### src/rtl/gtx_test_seq_pkg.sv
// Shared types and phase-length helpers for the multi-channel GTX TX test sequencer.
// Phase lengths are derived from the counter width and the fast-rate shift.
package gtx_test_seq_pkg;

    localparam int CTR_W_DEF      = 11;
    localparam int FAST_SHIFT_DEF = 4;

    typedef enum logic [2:0] {
        WAIT_LOCK = 3'd0,
        SETTLE    = 3'd1,
        PULSE_HI  = 3'd2,
        PULSE_LO  = 3'd3,
        DONE      = 3'd4,
        READY     = 3'd5
    } state_t;

    function automatic int settle_len(input logic rate,
                                      input int ctr_w = CTR_W_DEF,
                                      input int fast_shift = FAST_SHIFT_DEF);
        int len;
        len = 32'sd1 <<< (ctr_w - 1);
        return rate ? (len >>> fast_shift) : len;
    endfunction

    function automatic int half_len(input logic rate,
                                    input int ctr_w = CTR_W_DEF,
                                    input int fast_shift = FAST_SHIFT_DEF);
        int len;
        len = 32'sd1 <<< (ctr_w - 3);
        return rate ? (len >>> fast_shift) : len;
    endfunction

endpackage

### src/rtl/gtx_test_seq_ch.sv
// One GTX TX test channel: lock synchroniser, phase FSM with down-counter and
// a saturating count of lock-loss restarts. Outputs are registered from next state.
module gtx_test_seq_ch
    import gtx_test_seq_pkg::*;
#(
    parameter int CTR_W      = CTR_W_DEF,
    parameter int FAST_SHIFT = FAST_SHIFT_DEF,
    parameter int NPULSE     = 2,
    parameter int DONE_LEN   = 4,
    parameter int SYNC_STG   = 2
) (
    input  logic       clk,
    input  logic       rst,
    input  logic       plllkdet,
    input  logic       tx_rate,
    input  logic       init,
    output logic       gtxtest_bit1,
    output logic       gtxtest_done,
    output logic       ch_ready,
    output logic [7:0] restart_cnt
);

    localparam int PC_W = $clog2(NPULSE + 1);
    localparam logic [CTR_W-1:0] CTR_ZERO = {CTR_W{1'b0}};
    localparam logic [CTR_W-1:0] SETTLE0  = CTR_W'(settle_len(1'b0, CTR_W, FAST_SHIFT) - 1);
    localparam logic [CTR_W-1:0] SETTLE1  = CTR_W'(settle_len(1'b1, CTR_W, FAST_SHIFT) - 1);
    localparam logic [CTR_W-1:0] HALF0    = CTR_W'(half_len(1'b0, CTR_W, FAST_SHIFT) - 1);
    localparam logic [CTR_W-1:0] HALF1    = CTR_W'(half_len(1'b1, CTR_W, FAST_SHIFT) - 1);
    localparam logic [CTR_W-1:0] DONE_LD  = CTR_W'(DONE_LEN - 1);
    localparam logic [PC_W-1:0]  PC_LAST  = PC_W'(NPULSE - 1);

    logic [SYNC_STG-1:0] sync_r;
    logic                lock_s;
    state_t              state_r, state_s;
    logic [CTR_W-1:0]    ctr_r, ctr_s;
    logic [CTR_W-1:0]    half_s;
    logic [PC_W-1:0]     pcnt_r, pcnt_s;
    logic                rate_r, rate_s;
    logic [7:0]          rcnt_r, rcnt_s;
    logic                bit1_r, done_r, ready_r;

    assign lock_s = sync_r[SYNC_STG-1];
    assign half_s = rate_r ? HALF1 : HALF0;

    // Next-state, phase counter, pulse counter, rate latch and restart count.
    always_comb begin
        state_s = state_r;
        ctr_s   = ctr_r;
        pcnt_s  = pcnt_r;
        rate_s  = rate_r;
        if (!lock_s || init) begin
            state_s = WAIT_LOCK;
            ctr_s   = CTR_ZERO;
            pcnt_s  = {PC_W{1'b0}};
        end else begin
            case (state_r)
                WAIT_LOCK: begin
                    state_s = SETTLE;
                    rate_s  = tx_rate;
                    ctr_s   = tx_rate ? SETTLE1 : SETTLE0;
                    pcnt_s  = {PC_W{1'b0}};
                end
                SETTLE: begin
                    if (ctr_r == CTR_ZERO) begin
                        state_s = PULSE_HI;
                        ctr_s   = half_s;
                    end else begin
                        ctr_s = ctr_r - {{(CTR_W-1){1'b0}}, 1'b1};
                    end
                end
                PULSE_HI: begin
                    if (ctr_r == CTR_ZERO) begin
                        state_s = PULSE_LO;
                        ctr_s   = half_s;
                    end else begin
                        ctr_s = ctr_r - {{(CTR_W-1){1'b0}}, 1'b1};
                    end
                end
                PULSE_LO: begin
                    if (ctr_r == CTR_ZERO) begin
                        pcnt_s = pcnt_r + {{(PC_W-1){1'b0}}, 1'b1};
                        if (pcnt_r == PC_LAST) begin
                            state_s = DONE;
                            ctr_s   = DONE_LD;
                        end else begin
                            state_s = PULSE_HI;
                            ctr_s   = half_s;
                        end
                    end else begin
                        ctr_s = ctr_r - {{(CTR_W-1){1'b0}}, 1'b1};
                    end
                end
                DONE: begin
                    if (ctr_r == CTR_ZERO) begin
                        state_s = READY;
                    end else begin
                        ctr_s = ctr_r - {{(CTR_W-1){1'b0}}, 1'b1};
                    end
                end
                READY: begin
                    state_s = READY;
                end
                default: begin
                    state_s = WAIT_LOCK;
                    ctr_s   = CTR_ZERO;
                    pcnt_s  = {PC_W{1'b0}};
                end
            endcase
        end
        // INIT alone is a restart but not a lock loss, so only !lock_s counts.
        if (!lock_s && (state_r != WAIT_LOCK) && (rcnt_r != 8'hFF)) begin
            rcnt_s = rcnt_r + 8'd1;
        end else begin
            rcnt_s = rcnt_r;
        end
    end

    // State, synchroniser and registered outputs.
    always_ff @(posedge clk) begin
        if (rst) begin
            sync_r  <= {SYNC_STG{1'b0}};
            state_r <= WAIT_LOCK;
            ctr_r   <= CTR_ZERO;
            pcnt_r  <= {PC_W{1'b0}};
            rate_r  <= 1'b0;
            rcnt_r  <= 8'd0;
            bit1_r  <= 1'b0;
            done_r  <= 1'b0;
            ready_r <= 1'b0;
        end else begin
            sync_r  <= {sync_r[SYNC_STG-2:0], plllkdet};
            state_r <= state_s;
            ctr_r   <= ctr_s;
            pcnt_r  <= pcnt_s;
            rate_r  <= rate_s;
            rcnt_r  <= rcnt_s;
            bit1_r  <= (state_s == PULSE_HI);
            done_r  <= (state_s == DONE);
            ready_r <= (state_s == READY);
        end
    end

    assign gtxtest_bit1 = bit1_r;
    assign gtxtest_done = done_r;
    assign ch_ready     = ready_r;
    assign restart_cnt  = rcnt_r;

endmodule

### src/rtl/gtx_test_seq_multi.sv
// Multi-channel GTX TX test/reset sequencer: NCH independent channel sequencers
// plus a registered all-channels-ready flag.
module gtx_test_seq_multi
    import gtx_test_seq_pkg::*;
#(
    parameter int NCH        = 4,
    parameter int CTR_W      = CTR_W_DEF,
    parameter int FAST_SHIFT = FAST_SHIFT_DEF,
    parameter int NPULSE     = 2,
    parameter int DONE_LEN   = 4,
    parameter int SYNC_STG   = 2
) (
    input  logic             CLK,
    input  logic             RST,
    input  logic [NCH-1:0]   PLLLKDET,
    input  logic [NCH-1:0]   TX_RATE,
    input  logic [NCH-1:0]   INIT,
    output logic [NCH-1:0]   GTXTEST_BIT1,
    output logic [NCH-1:0]   GTXTEST_DONE,
    output logic [NCH-1:0]   CH_READY,
    output logic             ALL_READY,
    output logic [8*NCH-1:0] RESTART_CNT
);

    logic all_ready_r;

    for (genvar i = 0; i < NCH; i++) begin : g_ch
        gtx_test_seq_ch #(
            .CTR_W      (CTR_W),
            .FAST_SHIFT (FAST_SHIFT),
            .NPULSE     (NPULSE),
            .DONE_LEN   (DONE_LEN),
            .SYNC_STG   (SYNC_STG)
        ) u_ch (
            .clk          (CLK),
            .rst          (RST),
            .plllkdet     (PLLLKDET[i]),
            .tx_rate      (TX_RATE[i]),
            .init         (INIT[i]),
            .gtxtest_bit1 (GTXTEST_BIT1[i]),
            .gtxtest_done (GTXTEST_DONE[i]),
            .ch_ready     (CH_READY[i]),
            .restart_cnt  (RESTART_CNT[8*i +: 8])
        );
    end

    // Combined ready, one cycle behind the per-channel flags.
    always_ff @(posedge CLK) begin
        if (RST) begin
            all_ready_r <= 1'b0;
        end else begin
            all_ready_r <= &CH_READY;
        end
    end

    assign ALL_READY = all_ready_r;

endmodule

### config.mk
export PLATFORM = sky130hd
export DESIGN_NAME = gtx_test_seq_multi
export DESIGN_NICKNAME = d
export VERILOG_FILES = /design/src/rtl/gtx_test_seq_pkg.sv /design/src/rtl/gtx_test_seq_ch.sv /design/src/rtl/gtx_test_seq_multi.sv
export SDC_FILE = /design/constraint.sdc
export NUM_CORES = 1
export LEC_CHECK = 0
export CORE_MARGIN = 5
export CORE_UTILIZATION = 53
export CTS_BUF_LIST = sky130_fd_sc_hd__clkbuf_16
export DETAILED_ROUTE_END_ITERATION = 7
export GPL_ROUTABILITY_DRIVEN = 0
export GPL_TIMING_DRIVEN = 0
export PLACE_DENSITY = 0.77
export SYNTH_ARGS = -nofsm -noshare
export SYNTH_HDL_FRONTEND = slang
export SYNTH_SLANG_ARGS = --single-unit
### constraint.sdc
create_clock -name CLK -period 2.24 [get_ports CLK]
set_clock_uncertainty 0.15 [all_clocks]
set_input_delay 0.56 -clock CLK [delete_from_list [all_inputs] [get_ports CLK]]
set_output_delay 0.56 -clock CLK [all_outputs]
set_load 0.05 [all_outputs]
After elaboration in Yosys (flattened, before gate mapping)
Cells that the tools add are included.

Reduce and logical (&&, ||, !) cells: 53. Mux-type cells: 64. Bitwise logic cells: 12. $add $sub $neg: 12. Equal/unequal tests: 48.

Operators with widths (number): $pmux W11 S5 (4); $mux W11 (16); $mux W3 (24); $pmux W3 S6 (4); $eq A3 B3 Y1 const B (16); $logic_not A11 Y1 (4); $sub A11 B1 Y11 const B (4); $mux W10 (4); $eq A3 B2 Y1 const B (12); $add A8 B1 Y8 const B (4); $mux W8 (4); $ne A8 B8 Y1 const B (4); $reduce_and A2 Y1 (12); $pmux W2 S2 (4); $reduce_or A2 Y1 (8); $reduce_or A4 Y1 (4); $eq A3 B1 Y1 const B (4); $logic_not A3 Y1 (4); $not A1 Y1 (12); $reduce_bool A3 Y1 (4); $add A2 B1 Y2 const B (4); $eq A2 B1 Y1 const B (4); $logic_and A1 B1 Y1 (8); $mux W2 (4); other kinds (5) (17).

Output and inout bits: 45. Bits of input ports: 14. Logic and storage cells: 226. Register bits: 121.

Logic depth before layout (Yosys ltp)
Word-level depth: 6. Gate-level depth with buffers: 8. Depth with buffers taken out: 7.

Modules after synthesis
A second synthesis with hierarchy kept.

Cell total of the unflattened synthesis: 818. Area, all modules: 6831.6 um2.

Modules (own cells, without submodules): gtx_test_seq_ch (g_ch[1].u_ch ...) (seq. area each 600.6 um2, instances 2, cells each 199, area each 1667.8 um2); gtx_test_seq_ch (g_ch[3].u_ch) (seq. area each 600.6 um2, instances 1, cells each 225, area each 1805.5 um2); gtx_test_seq_ch (g_ch[0].u_ch) (seq. area each 600.6 um2, instances 1, cells each 192, area each 1654.1 um2); gtx_test_seq_multi (seq. area each 20.0 um2, instances 1, cells each 3, area each 36.3 um2).

Worst setup path after synthesis
No wires, ideal clock.

Path type: flip-flop to flip-flop. From: reg g_ch[3].u_ch.rcnt_r[0]. To: reg g_ch[3].u_ch.rcnt_r[7]. Library setup time: 0.071 ns. Clock period less this slack: 2.299 ns. Path slack: -0.059 ns. Cell stages (with the launch flop): 7. Arrival: 2.079 ns. Buffers on the path: 0. Data required time: 2.020 ns. Path through: dfxtp_1 -> ha_1 -> and2_1 -> a311oi_2 -> nand3_1 -> or3_1 -> a21oi_1.

Cells in the longest elaborated chain, start to end: 2. Elaborated cells on any way between the ends: 3. Those cells by class: add/sub (1); eq/ne (1); reduce/logical (1).

RTL lines: start, declared (RTL line gtx_test_seq_ch.sv:39) `logic [7:0] rcnt_r, rcnt_s;`; start signal, assigned (RTL line gtx_test_seq_ch.sv:136) `rcnt_r <= rcnt_s;`; parallel branches: the longest is 2 deep, another holds $add A8 B1 Y8.

Several ways; the timed one is not identified. A chain may end at the register's enable or synchronous reset.

Worst setup path after layout
From: reg g_ch[1].u_ch.ctr_r[0]. To: reg g_ch[1].u_ch.ctr_r[6].

Cells in the longest elaborated chain, start to end: 3. Elaborated cells on any way between the ends: 8. Those cells by class: add/sub (1); eq/ne (1); mux (4); reduce/logical (2).

RTL lines: start, declared (RTL line gtx_test_seq_ch.sv:35) `logic [CTR_W-1:0] ctr_r, ctr_s;`; start signal, assigned (RTL line gtx_test_seq_ch.sv:133) `ctr_r <= ctr_s;`; $sub A11 B1 Y11 or $logic_not A11 Y1 (tied branches); $mux W11 (tied with other cells) (RTL line gtx_test_seq_ch.sv:94) `if (ctr_r == CTR_ZERO) begin`; $pmux W11 S5 or $reduce_and A2 Y1 (tied branches).

Several ways; a longest one is shown, not always the timed one. The select of a mux whose other input is x is not followed.

==> impl_metrics.py <==
metrics = {
    "pwr": {
        "peakVddDrop_mv": 0.6136,
        "power_density_nw_per_um2": 606.6,
        "p_leak_nw": 3.617,
    },
    "floorplan": {
        "rows": 42,
        "die_area_sq_um": 15700,
        "die_w_microns": 125.3,
        "start_util": 0.5363,
        "ios": 59,
        "die_h_microns": 125.3,
        "core-area_sq_um": 13140,
    },
    "synthesis": {
        "synth_edf_count": 0,
        "yosys_warnings": 0,
        "ys_async_sr_fraction": 0,
        "synthTopCellsByArea": "dfxtp_1 34%, nor2_1 5.4%, a21oi_1 4.3%, nand2_1 3.8%, o21ai_0 3.7%",
        "synth_cells": 897,
        "muxShareOfSynthArea": 0.01882,
        "netlist_area_sq_um": 7046,
        "synthFlopType": "dfxtp_1",
        "synth_xor_area_frac": 0.04848,
        "yosysTopAreaCell": "dfxtp_1",
        "synth_top_family_by_area": "simple AND/OR/NAND/NOR gates",
        "synth_top_area_share": 0.3438,
        "synth.distinct_cells": 83,
        "ys_seq_elements": 121,
        "syn_avg_cell_area_sq_um": 7.855,
        "synthAdderAreaFrac": 0.02841,
        "ys_seq_area_frac": 0.3438,
        "synth-compound-area-share": 0.2220,
        "synth-simple-area-share": 0.2786,
        "synth.net_count": 927,
    },
    "setup_path": {
        "cp_data_required_time_ps": 2400,
        "worst-path-max-fanout": 7,
        "cp-end-kind": "register",
        "slowest_stage": "dfxtp_2",
        "r2r_start": "g_ch[1].u_ch.ctr_r[0]",
        "reg2reg_depth": 8,
        "cp_top_family": "compound AO/OA/AOI/OAI gates",
        "path_cells": "inv_2 -> ha_1 -> nor3b_4 -> buf_4 -> a31oi_4 -> nor2_2 -> a221o_1 -> o31a_1",
        "r2r-end": "g_ch[1].u_ch.ctr_r[6]",
        "worstSetupStartpointType": "register",
        "rrSetupSlack_ps": 2,
        "worst-path-buf-inv": 2,
        "cp.arrival_ps": 2390,
        "critPathMaxStageDelay_ps": 400,
        "crit_type": "reg2reg",
    },
    "cts": {
        "worstSkewPairLatency_ps": 430,
        "tritoncts": "built",
        "clkSlewWorstSetupHoldPaths_ps": 60,
        "cts_made_buffers": 17,
        "cts_root_buf": "clkbuf_16",
        "htree_levels": 4,
        "cts_hold_buf": 0,
        "cts_buffer_depth": 2,
        "clkSinkCount": 121,
    },
    "global_route": {
        "grt_max_degree": 17,
        "grt_usage": 0.2375,
        "overflow": 0,
        "grt_pass1_wl_microns": 31420,
        "antenna_found_initial": 0,
        "grt_pass1_vias": 6540,
    },
    "sta": {
        "max_freq_mhz": 446.8,
        "grt_setup_unrepaired": "yes",
        "tightest_slew_ps": 801.2,
        "hold_viol": 0,
        "slew_violations": 0,
        "setup_violations": 0,
        "timing.final.ws_setup_ps": 1.734,
        "slew_headroom": 0.4617,
        "hold_slack_ps": 286.2,
        "period_share": 0.9992,
        "period_needed_ps": 2238,
        "finalSetupTns_ps": 0,
    },
    "cells_and_area": {
        "drive_gt1_frac": 0.1332,
        "num_antenna_cells": 0,
        "area_growth_pct": 24.37,
        "final_cell_mix": "116 x dfxtp_1, 99 x nor2_1, 72 x nand2_1, 60 x a21oi_1, 52 x o21ai_0",
        "stdcell_count": 1182,
        "layout_commonest_cell": "dfxtp_1",
        "fillers": 1120,
        "final_net_count": 1023,
    },
    "detailed_routing": {
        "dr_total_vias": 7226,
        "wl_microns": 19870,
        "first_iter_violations": 810,
        "antenna_left": 0,
        "drcViolationCount": 0,
        "vias_per_cell": 6.113,
        "wire_per_inst_microns": 16.81,
        "dr.pass1.iters": 5,
    },
    "place": {
        "post-place-ws_ps": -623.7,
        "dp_hpwl_microns": 12930,
        "numPortBuffers": 57,
        "place_inst": 1130,
    },
    "worst_hold_path": {
        "min_from": "g_ch[0].u_ch.sync_r[0]",
        "holdCritPathClass": "reg2reg",
        "hold_end": "g_ch[0].u_ch.sync_r[1]",
        "min_path_cells": 1,
    },
    "run_status": {
        "status": "completed",
    },
    "job": {
        "cap_violations": 0,
    },
}
-- metrics by stage --
stage	utilization	total power, mW	cell area (sq um)
2_1_floorplan	-	2.591	7057
3_3_place_gp	0.5973	2.714	7848
3_5_place_dp	0.5973	2.721	7848
4_1_cts	0.6489	5.276	8524
5_1_grt	0.6670	5.483	8762
6_report	0.6670	5.315	8762
-- metal layers --
layer,track usage,wire [microns]
met3,0.06525,1454
met4,0.1046,564
met5,0,0
met2,0.3673,9217
met1,0.3118,8632
-- synth_stat cells, types with 5 or more instances --
cell type  instances
nand3b_1           5
o21ai_1            7
xnor2_1           13
o31ai_1            9
buf_2              9
o211ai_1           5
nand2b_1           9
o21ai_0           52
a21oi_1           61
and3_1            19
xor2_1            26
a22oi_1            6
ha_1              16
dfxtp_1          121
nor4_1            10
o21a_1             6
a31oi_1           24
buf_4             12
nor2_1           101
nor3b_1            6
nand4_1           14
nand3_1           32
inv_1             32
and4_1             7
o22ai_1            6
nor3_1            38
mux2i_1           11
nor2b_1           18
or3_1             18
nand2_1           72
clkbuf_1          36
-- repair_timing --
action | in CTS | in global routing
gates resized for setup | 78 | 32
endpoints found under the setup margin | 80 | 54
setup buffers | 5 | 15
pin swaps | 6 | 12
-- registers in the layout, summed over array words and instances (netlist names) --
name and cells:
ALL_READY 1, g_ch.u_ch.ch_ready 4, g_ch.u_ch.ctr_r 44, g_ch.u_ch.gtxtest_bit1 4, g_ch.u_ch.gtxtest_done 4, g_ch.u_ch.pcnt_r 8, g_ch.u_ch.rate_r 4, g_ch.u_ch.restart_cnt 32
g_ch.u_ch.state_r 12, g_ch.u_ch.sync_r 8
-- layout make-up --
class                      instances  area [sq um]  area share
multi-input combinational        681          4466      0.5096
sequential                       121          2429      0.2772
timing repair buffer              77         664.4     0.07582
clock buffer                      17         425.4     0.04855
buffer                            61         306.5     0.03499
tap                              176         220.2     0.02513
inverter                          34         131.4     0.01499
clock inverter                    15         120.1     0.01371
-- power breakdown --
part / switching, mW / total [mW] / internal [mW] / leakage [nW]
combinational: 0.329 / 0.550 / 0.221 / 2.36
sequential: 0.0299 / 2.21 / 2.18 / 0.980
clock: 0.967 / 2.56 / 1.59 / 0.279
-- how the worst max path moves through the flow --
stage | startpoint | end | slack, ps | cells past startpoint
after floorplan | g_ch[3].u_ch.restart_cnt[0] | g_ch[3].u_ch.restart_cnt[7] | 4 | 6
after CTS | g_ch[0].u_ch.ctr_r[0] | g_ch[0].u_ch.pcnt_r[1] | -60 | 9
after global placement | g_ch[1].u_ch.ctr_r[0] | g_ch[1].u_ch.ch_ready | -660 | 7
final | g_ch[1].u_ch.ctr_r[0] | g_ch[1].u_ch.ctr_r[6] | 2 | 8
after global routing | g_ch[0].u_ch.ctr_r[0] | g_ch[0].u_ch.ctr_r[6] | -30 | 7
after detailed placement | g_ch[1].u_ch.ctr_r[0] | g_ch[1].u_ch.ch_ready | -620 | 7
-- kinds of logic after synthesis --
kind of cell	count (synthesis)
AOI/OAI and AO/OA	238
xor gates and xnor gates	39
adders and majority gates	16
buffers and inverters	95
DFF	121
muxes	13
and+or+nand+nor	375
-- worst reg2reg max path, delay by kind of cell (launching register included) --
| kind | cells | cell delay, ps |
|---|---|---|
| simple gates | 2 | 310 |
| fa+ha+maj | 1 | 210 |
| flops | 1 | 400 |
| buf+inv | 2 | 220 |
| compound gates | 3 | 830 |
(Power assumes the default switching activity.)
